File: src/rtl/riscv_lsu.sv
`default_nettype none
// ============================================================================
// Module   : riscv_lsu
// Function : Single-outstanding RISC-V load/store unit with held bus
//            handshake, alignment fault and stallable writeback port.
// Revision : 1.0 - initial release
// ============================================================================
module riscv_lsu #(
    parameter int XLEN   = 32,
    parameter int ADDR_W = 32
) (
    input  logic              clk,
    input  logic              rst,
    input  logic              lsu_req_rdy,
    output logic              lsu_req_ack,
    input  logic [3:0]        lsu_funct,
    input  logic [XLEN-1:0]   lsu_base,
    input  logic [XLEN-1:0]   lsu_offset,
    input  logic [XLEN-1:0]   lsu_wdata,
    input  logic [4:0]        lsu_rsd,
    output logic [ADDR_W-1:0] data_bif_addr,
    output logic              data_bif_req,
    output logic              data_bif_rnw,
    output logic [XLEN/8-1:0] data_bif_wmask,
    output logic [XLEN-1:0]   data_bif_wdata,
    input  logic [XLEN-1:0]   data_bif_rdata,
    input  logic              data_bif_ack,
    output logic [XLEN-1:0]   wb_rf_data,
    output logic [4:0]        wb_rf_rsd,
    output logic              wb_rf_write,
    input  logic              wb_rf_ack,
    output logic              lsu_fault,
    output logic [XLEN-1:0]   lsu_fault_addr
);

    localparam int c_NBYTES = XLEN / 8;
    localparam int c_LANE_W = $clog2(c_NBYTES);

    typedef enum logic [1:0] {
        S_IDLE = 2'd0,
        S_BUS  = 2'd1,
        S_WB   = 2'd2
    } state_t;

    state_t                r_state;
    state_t                w_state_nxt;

    logic                  w_accept;
    logic [XLEN-1:0]       w_ea;
    logic [1:0]            w_size;
    logic [c_LANE_W-1:0]   w_lane;
    logic                  w_fault;
    logic [c_NBYTES-1:0]   w_size_mask;
    logic [c_NBYTES-1:0]   w_wmask;
    logic [XLEN-1:0]       w_wdata_rep;
    logic [ADDR_W-1:0]     w_bus_addr;

    logic [1:0]            r_size;
    logic                  r_unsigned;
    logic [c_LANE_W-1:0]   r_lane;
    logic [4:0]            r_rsd;

    logic [XLEN-1:0]       w_shift;
    logic [XLEN-1:0]       w_keep;
    logic                  w_sign;
    logic [XLEN-1:0]       w_load_ext;

    assign lsu_req_ack = (r_state == S_IDLE) & ~rst;
    assign w_accept    = lsu_req_rdy & lsu_req_ack;
    assign w_ea        = lsu_base + lsu_offset;
    assign w_size      = lsu_funct[1:0];
    assign w_lane      = w_ea[c_LANE_W-1:0];
    assign w_bus_addr  = {w_ea[ADDR_W-1:c_LANE_W], {c_LANE_W{1'b0}}};

    // Doubleword is illegal on a 32-bit datapath regardless of alignment.
    always_comb begin
        w_fault     = 1'b0;
        w_size_mask = '0;
        case (w_size)
            2'd0: begin
                w_fault     = 1'b0;
                w_size_mask = c_NBYTES'(8'h01);
            end
            2'd1: begin
                w_fault     = w_ea[0];
                w_size_mask = c_NBYTES'(8'h03);
            end
            2'd2: begin
                w_fault     = |w_ea[1:0];
                w_size_mask = c_NBYTES'(8'h0F);
            end
            default: begin
                w_fault     = (XLEN == 32) | (|w_ea[2:0]);
                w_size_mask = c_NBYTES'(8'hFF);
            end
        endcase
    end

    assign w_wmask = lsu_funct[3] ? (w_size_mask << w_lane) : '0;

    always_comb begin
        w_wdata_rep = '0;
        for (int i = 0; i < c_NBYTES; i++) begin
            case (w_size)
                2'd0:    w_wdata_rep[8*i +: 8] = lsu_wdata[7:0];
                2'd1:    w_wdata_rep[8*i +: 8] = lsu_wdata[8*(i%2) +: 8];
                2'd2:    w_wdata_rep[8*i +: 8] = lsu_wdata[8*(i%4) +: 8];
                default: w_wdata_rep[8*i +: 8] = lsu_wdata[8*(i%8) +: 8];
            endcase
        end
    end

    // Load data: shift the addressed lane down, then mask and extend.
    assign w_shift = data_bif_rdata >> {r_lane, 3'b000};

    always_comb begin
        w_keep = '1;
        w_sign = 1'b0;
        case (r_size)
            2'd0: begin
                w_keep = XLEN'(8'hFF);
                w_sign = w_shift[7];
            end
            2'd1: begin
                w_keep = XLEN'(16'hFFFF);
                w_sign = w_shift[15];
            end
            2'd2: begin
                w_keep = XLEN'(32'hFFFF_FFFF);
                w_sign = w_shift[31];
            end
            default: begin
                w_keep = '1;
                w_sign = w_shift[XLEN-1];
            end
        endcase
    end

    assign w_load_ext = (w_shift & w_keep) | ((w_sign & ~r_unsigned) ? ~w_keep : '0);

    always_ff @(posedge clk or posedge rst) begin
        if (rst) begin
            r_state <= S_IDLE;
        end else begin
            r_state <= w_state_nxt;
        end
    end

    always_comb begin
        w_state_nxt = r_state;
        case (r_state)
            S_IDLE: begin
                if (w_accept && !w_fault) begin
                    w_state_nxt = S_BUS;
                end
            end
            S_BUS: begin
                if (data_bif_ack) begin
                    w_state_nxt = (data_bif_rnw && (r_rsd != 5'd0)) ? S_WB : S_IDLE;
                end
            end
            S_WB: begin
                if (wb_rf_ack) begin
                    w_state_nxt = S_IDLE;
                end
            end
            default: w_state_nxt = S_IDLE;
        endcase
    end

    always_ff @(posedge clk or posedge rst) begin
        if (rst) begin
            data_bif_req   <= 1'b0;
            data_bif_rnw   <= 1'b0;
            data_bif_addr  <= '0;
            data_bif_wmask <= '0;
            data_bif_wdata <= '0;
            wb_rf_write    <= 1'b0;
            wb_rf_data     <= '0;
            wb_rf_rsd      <= 5'd0;
            lsu_fault      <= 1'b0;
            lsu_fault_addr <= '0;
            r_size         <= 2'd0;
            r_unsigned     <= 1'b0;
            r_lane         <= '0;
            r_rsd          <= 5'd0;
        end else begin
            lsu_fault <= 1'b0;
            if (w_accept) begin
                if (w_fault) begin
                    lsu_fault      <= 1'b1;
                    lsu_fault_addr <= w_ea;
                end else begin
                    data_bif_req   <= 1'b1;
                    data_bif_rnw   <= ~lsu_funct[3];
                    data_bif_addr  <= w_bus_addr;
                    data_bif_wmask <= w_wmask;
                    data_bif_wdata <= w_wdata_rep;
                    r_size         <= w_size;
                    r_unsigned     <= lsu_funct[2];
                    r_lane         <= w_lane;
                    r_rsd          <= lsu_rsd;
                end
            end
            if ((r_state == S_BUS) && data_bif_ack) begin
                data_bif_req <= 1'b0;
                if (data_bif_rnw && (r_rsd != 5'd0)) begin
                    wb_rf_write <= 1'b1;
                    wb_rf_data  <= w_load_ext;
                    wb_rf_rsd   <= r_rsd;
                end
            end
            if ((r_state == S_WB) && wb_rf_ack) begin
                wb_rf_write <= 1'b0;
            end
        end
    end

endmodule
`default_nettype wire

File: config.mk
export PLATFORM = sky130hd
export DESIGN_NAME = riscv_lsu
export DESIGN_NICKNAME = d
export VERILOG_FILES = /design/src/rtl/riscv_lsu.sv
export SDC_FILE = /design/constraint.sdc
export NUM_CORES = 1
export LEC_CHECK = 0
export CAP_MARGIN = 20
export CORE_MARGIN = 1
export CORE_UTILIZATION = 47
export DETAILED_ROUTE_END_ITERATION = 8
export PLACE_DENSITY = 0.79
export SYNTH_ARGS = -nofsm -noshare
export SYNTH_HDL_FRONTEND = slang
export SYNTH_SLANG_ARGS = --single-unit
File: constraint.sdc
create_clock -name clk -period 5.8 [get_ports clk]
set_clock_uncertainty 0.1 [all_clocks]
set_input_delay 1.16 -clock clk [delete_from_list [all_inputs] [get_ports clk]]
set_output_delay 1.16 -clock clk [all_outputs]
set_load 0.02 [all_outputs]
==> flow_summary.toml, run 1 <==
[sta]
totalNegativeSetupSlack_ns = 0
post-route-min-period_ns = 4.00
final-max-slew-violation-count = 0
hold_violations = 0
post-route-worst-setup-slack_ns = 1.80
slew_headroom_pct = 28.5
worst_slew_pin_slew_ns = 1.07
setup_viol = 0
fmax_ghz = 0.250
rsz0062_at_grt = "no"
fin_crit_sh_pct = 68.9
holdWs_ns = 0.373

[power_and_ir_drop]
combinationalPowerShare_pct = 46.1
ir_drop_mv = 0.272
p_leak_nw = 5.17
intPower_mw = 3.16
total_power_mw = 5.25
netSwitchingFraction_pct = 39.7
power_density_nw_per_um2 = 431
pwr-share-seq_pct = 34.0
switching_power_mw = 2.09
clkPwrFrac_pct = 19.9

[synth]
synth_top_cells_by_count = "198 x nand2_1, 151 x dfrtp_1, 86 x nor2_1, 77 x o21ai_0, 76 x a21oi_1"
synth_warnings = 0
yosys-top-cells-area = "dfrtp_1 44%, nand2_1 8.6%, mux2i_1 4.7%"
yosysSeqAreaShare_pct = 43.5
synth_edf_count = 0
post-synth-top-count-cell = "nand2_1"
syn_area_um2 = 8680
ys.flop_type = "dfrtp_1"
ys_async_sr_fraction_pct = 100
yosys.area.top_type_share_pct = 43.5
synth_cell_types = 68
ys_ff_latch = 151
syn_avg_cell_area_um2 = 8.63
synth_cells = 1006
synth_top_area_cell = "dfrtp_1"

[floorplanning]
die_area_um2 = 19000
die_x_um = 138
initial_utilization_pct = 48.2
die_h_um = 138
coreArea_um2 = 18000
pin_count = 284
fp-row-count = 49

[finish]
antennaDiodeCount = 0
layout.cells.non_filler = 1494
area_delta_synth_final_pct = 40.4
drive_gt1_share_pct = 5.53
fin_nets = 1426

[worst_setup_path]
rrSetupSlack_ns = 3.10
critPathArrivalTime_ns = 4.19
startpoint = "lsu_base[0]"
rr_worst_depth = 5
r2r_start = "r_lane[1]"
start_kind = "input port"
cp_max_fo = 40
crit_required_ns = 6.00
critPathCaptureType = "register"
critPathKind = "input port to register"
r2r_end = "wb_rf_data[22]"

[global_route]
grt_pass1_vias = 7799
antenna_found_initial = 0
grt_remaining_overflow = 0
grt_pass1_wl_mm = 40.5
gr-usage-all-layers_pct = 27.8
grt_max_degree = 119

[clock_network]
cts_tree = "yes"
max-clock-path-buffers = 2
cts_resized = 0
cts-root-buf = "clkbuf_16"
path_clk_slew_ns = 0.07
cts.sinks = 151
cts_max_level = 4
cts_hold_buf = 0
clkLatencyLatePin_ns = 0.43
cts-buffers-inserted = 17
cts_setup_buffers = 0

[route]
drtIter0Drc = 555
wl_per_cell_um = 17.6
ant_nets = 0
drc = 0
vias_per_cell = 5.65
dr.pass1.iters = 5
vias = 8439
routed_wl_mm = 26.3

[flow_run]
cap_violations = 0

[hold_path]
holdPathStages = 2
holdPathEnd = "data_bif_wmask[2]"
hp-class = "register to register"
hp-start = "data_bif_wmask[2]"

[status]
outcome = "completed"

[placed_design]
hpwl_mm = 19.8
port_buffers = 281
dp_cells = 1460
place_ws_ns = 1.38
place_congestion = 0.946
-- layout make-up --
cell class | count | area, um2
clock buffer | 18 | 439
clock inverter | 14 | 114
fill | 1461 | 5840
inverter | 17 | 68.8
multi-input combinational | 775 | 4590
sequential | 151 | 3780
tap | 229 | 287
timing repair buffer | 290 | 2910
-- state kept, by name, indices dropped and copies added (netlist names), 4 cells and up --
name,count
data_bif_addr,30
wb_rf_data,32
lsu_fault_addr,32
data_bif_wmask,4
r_rsd,5
data_bif_wdata,32
wb_rf_rsd,5
-- critical path: stages --
cell and delay [ns]:
clkdlybuf4s50_1 0.40, ha_1 0.23, fa_1 0.55, or3_1 0.44, nand4_1 0.14, buf_4 0.38
inv_1 0.37, nand4_1 0.20, o31ai_1 0.08, a21oi_1 0.13, o211ai_1 0.09
-- per-layer routing --
| layer | wire length (um) | vias to the layer above | track usage, % |
|---|---|---|---|
| met5 | 0 | - | 0 |
| met4 | 667 | 0 | 10.3 |
| met3 | 1880 | 44 | 5.59 |
| met2 | 12500 | 337 | 44.6 |
| met1 | 11200 | 3977 | 37.1 |
| li1 | - | 4081 | - |
-- per-stage QoR --
step / utilization (%) / instance area, um2
final: 67.6 / 12200
after global routing: 67.6 / 12200
after CTS: 67.4 / 12200
after detailed placement: 64.4 / 11600
after global placement: 64.4 / 11600
after floorplan: - / 8680
-- cells in the final DEF, fill, tap and decap left out, drive strengths merged, types with 5 or more instances in the layout --
cell / Yosys / layout
dfrtp: 151 / 151
a31oi: 22 / 22
a211o: 6 / 6
nor4: 5 / 5
o31ai: 11 / 11
xor2: 7 / 7
a21o: 10 / 10
nand2: 198 / 198
clkinvlp: 0 / 6
ha: 31 / 31
a211oi: 9 / 9
nor2: 86 / 86
nand4: 17 / 17
and3: 5 / 5
o21a: 13 / 13
mux2i: 41 / 41
a21oi: 79 / 79
nand3: 27 / 27
inv: 17 / 24
o211ai: 16 / 16
o21ai: 90 / 90
buf: 23 / 8
mux2: 9 / 9
xnor2: 9 / 9
clkdlybuf4s50: 0 / 281
or4: 7 / 7
nor3: 16 / 16
nor2b: 6 / 6
clkbuf: 41 / 19
-- power by group through the flow --
stage          clock network [mW]  registers (mW)  logic [mW]
3_5_place_dp                    0            1.79        2.42
4_1_cts                      1.06            1.78        2.42
2_1_floorplan                   0            2.19       0.814
6_report                     1.05            1.78        2.42
5_1_grt                      1.11            1.84        2.61
3_3_place_gp                    0            1.78        2.38
-- logic make-up after synthesis --
family          Yosys count  share of synthesized area (%)
fa+ha+maj                32                           4.70
mux                      50                           5.90
flops                   151                           43.5
other cells               1                         0.0432
xor+xnor                 16                           1.61
compound gates          287                           20.7
simple gates            388                           19.6
buf+inv                  81                           3.86
-- worst max-delay path by stage --
stage / endpoint / slack [ns] / cells after the start
after floorplan: data_bif_addr[10] / 0.48 / 1
after global placement: lsu_fault_addr[24] / 1.45 / 11
after detailed placement: lsu_fault_addr[24] / 1.38 / 11
after CTS: lsu_fault_addr[24] / 1.85 / 11
after global routing: lsu_fault_addr[24] / 1.63 / 11
final: lsu_fault_addr[24] / 1.80 / 11
Power figures use the tool's default switching activity.
==> inputs of run 2 (changes only) <==
==> constraint.sdc (replaced) <==
create_clock -name clk -period 3.7 [get_ports clk]
set_clock_uncertainty 0.1 [all_clocks]
set_input_delay 0.74 -clock clk [delete_from_list [all_inputs] [get_ports clk]]
set_output_delay 0.74 -clock clk [all_outputs]
set_load 0.02 [all_outputs]
==> flow_summary.toml, run 2 (synthesis results as in run 1) <==
[finish]
fill_cells = 1502
fin_nets = 1449
final_area_um2 = 12400
area_delta_synth_final_pct = 43.0
drive_gt1_share_pct = 7.07
layout_commonest_cell = "clkdlybuf4s50_1"
top_regs = "data_bif_wdata (32), lsu_fault_addr (32), wb_rf_data (32)"
multi_input_comb_area_um2 = 4590
antennaDiodeCount = 0
final_util_pct = 68.8
regArea_um2 = 3780
final_cell_mix = "281 x clkdlybuf4s50_1, 198 x nand2_1, 151 x dfrtp_1"

[worst_setup_path]
crit_family = "buffers and inverters"
crit_slowest_cell = "clkdlybuf4s50_1"
crit_required_ns = 2.86
crit_path_cell_trace = "clkdlybuf4s50_1 > nor3_1 > buf_4 > clkdlybuf4s50_1"
critPathArrivalTime_ns = 2.45
start_kind = "input port"
rrSetupSlack_ns = 1.25
path_buf_inv = 3
critPathMaxStageDelay_ns = 0.60
path_common_cell = "clkdlybuf4s50_1"
critPathCaptureType = "output pin"
cp_max_fo = 3
critPathKind = "input port to output pin"

[global_route]
grt_remaining_overflow = 0
grt_pass1_wl_mm = 42.5
grt_pass1_vias = 8198
antenna_found_initial = 0
grt_max_degree = 78
gr-usage-all-layers_pct = 29.2

[floorplanning]
die_area_um2 = 19000
coreArea_um2 = 18000
initial_utilization_pct = 48.2
die_h_um = 138
die_x_um = 138
pin_count = 284
fp-row-count = 49

[route]
vias = 8642
ant_nets = 0
met2_length_mm = 13.4
drtIter0Drc = 657
drc = 0
wl_met3_mm = 2.08
vias_per_cell = 5.70
routed_wl_mm = 27.7
routed.top_layer = "met4"
wl_per_cell_um = 18.3
wl_met1_mm = 11.4
dr.pass1.iters = 6

[clock_network]
cts-root-buf = "clkbuf_16"
cts-buffers-inserted = 17
cts_tree = "yes"
clkLatencyLatePin_ns = 0.42
max-clock-path-buffers = 2
cts.sinks = 151
cts_max_level = 4
cts_resized = 0
path_clk_slew_ns = 0.06
cts_hold_buf = 0
cts_setup_buffers = 0

[status]
outcome = "completed"

[sta]
rsz0062_at_grt = "no"
fmax_ghz = 0.304
fin_crit_sh_pct = 89.0
hold_violations = 0
post-route-min-period_ns = 3.29
totalNegativeSetupSlack_ns = 0
final-max-slew-violation-count = 0
slew_headroom_pct = 26.9
worst_slew_pin_slew_ns = 1.10
setup_viol = 0

[power_and_ir_drop]
p_leak_nw = 5.31
power_density_nw_per_um2 = 682
ir_drop_mv = 0.451

[placed_design]
port_buffers = 281
place_congestion = 0.953
hpwl_mm = 21.3
postPlaceCellArea_um2 = 11800

[flow_run]
cap_violations = 0

[hold_path]
hp-class = "register to register"
==> run 2: cell types whose count changed in the layout (fill, tap and decap cells not counted), sizes merged <==
cell	delta
buf	+24
inv	-7
bufinv	+3
clkinv	+3
clkinvlp	-2
clkbuf	+1
==> run 2: layout make-up <==
| class | instances | share of cell area [%] |
|---|---|---|
| Timing Repair Buffer | 313 | 24.8 |
| Multi-Input combinational cell | 775 | 37.0 |
| Sequential cell | 151 | 30.5 |
| Clock inverter | 11 | 1.20 |
| Clock buffer | 20 | 3.68 |
| Inverter | 17 | 0.545 |
| Tap cell | 229 | 2.31 |
==> run 2: worst reg2reg max path: stages, from the launching register on <==
cell	delay (ns)
dfrtp_1	1.06
nand2_1	0.12
o22ai_1	0.22
nand2_1	0.08
o21ai_0	0.07
nand2_1	0.39
a31oi_1	0.32
==> run 2: per-layer routing <==
| layer | track usage [%] | vias to the layer above |
|---|---|---|
| li1 | - | 4124 |
| met1 | 37.5 | 4084 |
| met2 | 48.0 | 374 |
| met3 | 5.85 | 60 |
| met4 | 12.4 | 0 |
| met5 | 0 | - |
==> run 2: worst paths after layout <==
path	from	cells past startpoint	end
max	rst	4	lsu_req_ack
min	data_bif_wdata[7]	2	data_bif_wdata[7]
max reg2reg	r_lane[0]	6	wb_rf_data[27]
min reg2reg	data_bif_wdata[7]	2	data_bif_wdata[7]
max in group asynchronous	rst	3	wb_rf_data[12]
min in group asynchronous	rst	2	data_bif_wdata[4]
==> run 2: where the power goes <==
group | internal [mW] | total [mW] | switching, mW
sequential | 2.31 | 2.78 | 0.473
clock | 1.09 | 1.80 | 0.701
combinational | 1.80 | 3.88 | 2.08
==> run 2: stage by stage <==
step	hold slack [ns]	total power, mW	worst slack, ns	instances
4_1_cts	0.377	8.48	0.408	1516
2_1_floorplan	0.352	4.71	0.736	1007
5_1_grt	0.397	8.92	0.320	1516
3_3_place_gp	0.358	6.59	0.149	1485
3_5_place_dp	0.363	6.67	0.0722	1485
6_report	0.373	8.46	0.406	1516
==> inputs of run 3 (changes only) <==
--- a/config.mk
+++ b/config.mk
@@ -9,6 +9,7 @@
 export CORE_MARGIN = 1
 export CORE_UTILIZATION = 47
 export DETAILED_ROUTE_END_ITERATION = 8
+export MAX_ROUTING_LAYER = met4
 export PLACE_DENSITY = 0.79
 export SYNTH_ARGS = -nofsm -noshare
 export SYNTH_HDL_FRONTEND = slang
==> flow_summary.toml, run 3 (synthesis results as in run 1) <==
[flow_run]
cap_violations = 0

[worst_setup_path]
critPathMaxStageDelay_ns = 0.60
rrSetupSlack_ns = 1.25
critPathCaptureType = "output pin"
r2r_start = "r_lane[0]"
cp_max_fo = 3
crit_path_cell_trace = "clkdlybuf4s50_1 > nor3_1 > buf_4 > clkdlybuf4s50_1"
start_kind = "input port"
rr_worst_depth = 6
critPathKind = "input port to output pin"
crit_family = "buffers and inverters"
crit_required_ns = 2.86
critPathArrivalTime_ns = 2.48
path_buf_inv = 3
r2r_end = "wb_rf_data[31]"
path_common_cell = "clkdlybuf4s50_1"
crit_slowest_cell = "clkdlybuf4s50_1"

[clock_network]
cts_hold_buf = 0
path_clk_slew_ns = 0.06
cts_tree = "yes"
cts_max_level = 4
cts-root-buf = "clkbuf_16"
max-clock-path-buffers = 2
clkLatencyLatePin_ns = 0.43
cts_setup_buffers = 0
cts-buffers-inserted = 17
cts_resized = 0
cts.sinks = 151

[hold_path]
hp-start = "data_bif_wmask[2]"
hp-class = "register to register"
holdPathStages = 2
holdPathEnd = "data_bif_wmask[2]"

[floorplanning]
die_h_um = 138
pin_count = 284
initial_utilization_pct = 48.2
fp-row-count = 49
die_x_um = 138
die_area_um2 = 19000
coreArea_um2 = 18000

[placed_design]
place_ws_ns = 0.113
hpwl_mm = 21.0
port_buffers = 281
place_congestion = 0.971

[route]
dr.pass1.iters = 5
drtIter0Drc = 588
wl_per_cell_um = 18.4
ant_nets = 0
vias = 8667
drc = 0
vias_per_cell = 5.72
routed_wl_mm = 27.9

[finish]
top_regs = "data_bif_wdata (32), lsu_fault_addr (32), wb_rf_data (32)"
final_cell_mix = "281 x clkdlybuf4s50_1, 198 x nand2_1, 151 x dfrtp_1"
fill_cells = 1444
drive_gt1_share_pct = 7.08
area_delta_synth_final_pct = 43.1
fin_nets = 1448
antennaDiodeCount = 0
layout_commonest_cell = "clkdlybuf4s50_1"
final_util_pct = 68.9

[global_route]
grt_pass1_vias = 8169
gr-usage-all-layers_pct = 30.1
grt_max_degree = 78
grt_remaining_overflow = 0
grt_pass1_wl_mm = 42.6
antenna_found_initial = 0

[power_and_ir_drop]
ir_drop_mv = 0.448
p_leak_nw = 5.30
power_density_nw_per_um2 = 683
total_power_mw = 8.49

[sta]
post-route-worst-setup-slack_ns = 0.382
hold_violations = 0
totalNegativeSetupSlack_ns = 0
fmax_ghz = 0.301
holdWs_ns = 0.370
slew_headroom_pct = 29.9
post-route-min-period_ns = 3.32
fin_crit_sh_pct = 89.7
setup_viol = 0
worst_slew_pin_slew_ns = 1.05
final-max-slew-violation-count = 0
rsz0062_at_grt = "no"

[status]
outcome = "completed"
-- run 3: per-layer routing --
layer | GRT usage [%] | up-vias | wire length, um
li1 | - | 4133 | -
met1 | 38.2 | 4062 | 11500
met2 | 48.0 | 411 | 13500
met3 | 4.28 | 61 | 2020
met4 | 13.3 | 0 | 867
met5 | - | - | 0
-- run 3: final cells by class --
type                       instances  area, um2  area share (%)
timing repair buffer             312       3080            24.8
inverter                          17       67.6           0.544
tap                              229        287            2.31
sequential                       151       3780            30.4
clock buffer                      18        439            3.54
multi-input combinational        775       4590            37.0
clock inverter                    13        173            1.39
-- run 3: tightest hold or removal path: stages, from the launching register on --
cell,delay [ns]
dfrtp_1,0.34
nand2_1,0.05
nand2_1,0.05
-- run 3: how the worst max path moves through the flow --
stage	from	end	depth (start not counted)
5_1_grt	lsu_base[0]	lsu_fault_addr[14]	9
4_1_cts	rst	lsu_req_ack	4
3_5_place_dp	lsu_base[0]	lsu_fault_addr[14]	9
3_3_place_gp	lsu_base[0]	lsu_fault_addr[14]	9
2_1_floorplan	lsu_base[0]	lsu_fault_addr[28]	8
6_report	rst	lsu_req_ack	4
-- run 3: stage by stage --
step                      cell area [um2]  cells
after floorplan                      8690   1007
after global placement              11800   1484
after detailed placement            11800   1484
after CTS                           12400   1515
after global routing                12400   1515
final                               12400   1515
-- run 3: report_power, final --
group / switching (mW) / total [mW] / internal [mW]
registers: 0.473 / 2.78 / 2.31
logic: 2.09 / 3.89 / 1.80
clock network: 0.739 / 1.82 / 1.08
==> RTL change, RTL diff (settings of run 3) <==
`ADDR_W`: 32 -> 28.
--- a/src/rtl/riscv_lsu.sv
+++ b/src/rtl/riscv_lsu.sv
@@ -7,7 +7,7 @@
 // ============================================================================
 module riscv_lsu #(
     parameter int XLEN   = 32,
-    parameter int ADDR_W = 32
+    parameter int ADDR_W = 28
 ) (
     input  logic              clk,
     input  logic              rst,
Interface: changed (resized data_bif_addr); port bits go from 284 to 280. The function was not compared with the original's and may differ.
==> RTL change against run 3 <==
- clock power up 2%
- sequential cell count fell by 4
- sequential power fell by 7.6%
- routed wire length shrank 17%
- final area is 7.0% lower
- setup slack better by 0.14 ns
- largest cell class unchanged
- total power down 7.3%
- global-route usage is 1.6 points lower
- synthesized area down 9.0%
==> RTL change: results (changes against run 3) <==
VDD IR max=0.435 mV (was 0.448 mV); fillers=1304 (was 1444); sequential cell area share=31.8% (was 30.4%); non-clk buf share=25.6% (was 24.8%); total number of vias=7385 (was 8667); Synth Area per Inst=8.93 sq um (was 8.63 sq um); Max stage delay on crit path=0.47 ns (was 0.60 ns); core area=16500 sq um (was 18000 sq um); Met1 Wirelength=9.66 mm (was 11.5 mm); status=finished, final reports clean (unchanged); Setup WS pre-CTS=0.138 ns (was 0.113 ns); CP endpoint=lsu_fault_addr[30]$_DFFE_PP0P_ (was lsu_req_ack); first drt pass iteration count=6 (was 5); IO Port Bufs=277 (was 281); drt total wl=23.2 mm (was 27.9 mm); post-CTS resize count=0 (unchanged); CP startpoint=lsu_base[0] (was rst); # clk buffers=23 (was 18); synth unique cells=65 (was 68); Clk Latency, worst-skew pair=0.41 ns (was 0.43 ns); multi-input gates=665 (was 775); met1 Usage GRT=35.0% (was 38.2%); All-Layer GR Usage=28.5% (was 30.1%); hold path start=wb_rf_rsd[4]$_DFFE_PP0P_ (was data_bif_wmask[2]$_DFFE_PP0P_); synth cell count leaders=nand2_1 (216), dfrtp_1 (147), o21ai_0 (126) (was nand2_1 (198), dfrtp_1 (151), nor2_1 (86)); fraction of area in multi-input gates=34.1% (was 37.0%); Avg WL per Cell=16.9 microns (was 18.4 microns); hpwl dp=17.3 mm (was 21.0 mm); Initial DRC Count=377 (was 588); Top Family by Delay on Critical Path=compound AO/OA/AOI/OAI gates (was buffers and inverters); Seq cells=147 (was 151); GPL Wtd Cong=0.887 (was 0.971); dominant cells by area after synthesis=dfrtp_1 (47%), nand2_1 (10%), o21ai_0 (8.0%) (was dfrtp_1 (44%), nand2_1 (8.6%), mux2i_1 (4.7%)); met3 Use GR=5.94% (was 4.28%); FMAX=314 MHz (was 301 MHz); Data arrival, critical path=3.43 ns (was 2.48 ns); Least-Margin Pin Slew=0.929 ns (was 1.05 ns); Leak=5.18 nW (was 5.30 nW); pwr/cell area=681 nW/um^2 (was 683 nW/um^2); Crit-path slowest cell=or4_1 (was clkdlybuf4s50_1); worst r2r src=r_rsd[0]$_DFFE_PP0P_ (was r_lane[0]$_DFFE_PP0P_); share of cells above drive strength 1=6.83% (was 7.08%); vias in the first global route=7313 (was 8169); Hold Path Sink=wb_rf_rsd[4]$_DFFE_PP0P_ (was data_bif_wmask[2]$_DFFE_PP0P_); largest net degree at the start of global routing=86 (was 78); first-pass GRT wire length=37.9 mm (was 42.6 mm); DR WL met3=1.49 mm (was 2.02 mm); worst reg-to-reg path cell count=5 (was 6)
==> RTL change: changes by cell type after synthesis, moves of 13 or more <==
cell / run 3 / this run
nor2_1: 86 / 28
o21ai_0: 77 / 126
a31oi_1: 22 / 3
nand2_1: 198 / 216
nand3_1: 27 / 10
a21oi_1: 76 / 63
==> RTL change: kinds of logic after synthesis <==
family | count (synthesis) | share of synthesized area, %
compound gates | 266 | 20.1
xor+xnor | 25 | 2.77
fa+ha+maj | 32 | 5.16
buf+inv | 73 | 3.80
flops | 147 | 46.6
mux | 48 | 6.23
other cells | 1 | 0.0475
simple gates | 292 | 15.3
==> RTL change: power by group through the flow <==
stage / Sequential, W / Combinational, W / Clock [W]
after CTS: 0.00257 / 0.00346 / 0.00189
final: 0.00257 / 0.00344 / 0.00186
after global routing: 0.00264 / 0.00371 / 0.00195
after floorplan: 0.00323 / 0.00108 / 0
after global placement: 0.00258 / 0.00338 / 0
after detailed placement: 0.00259 / 0.00344 / 0
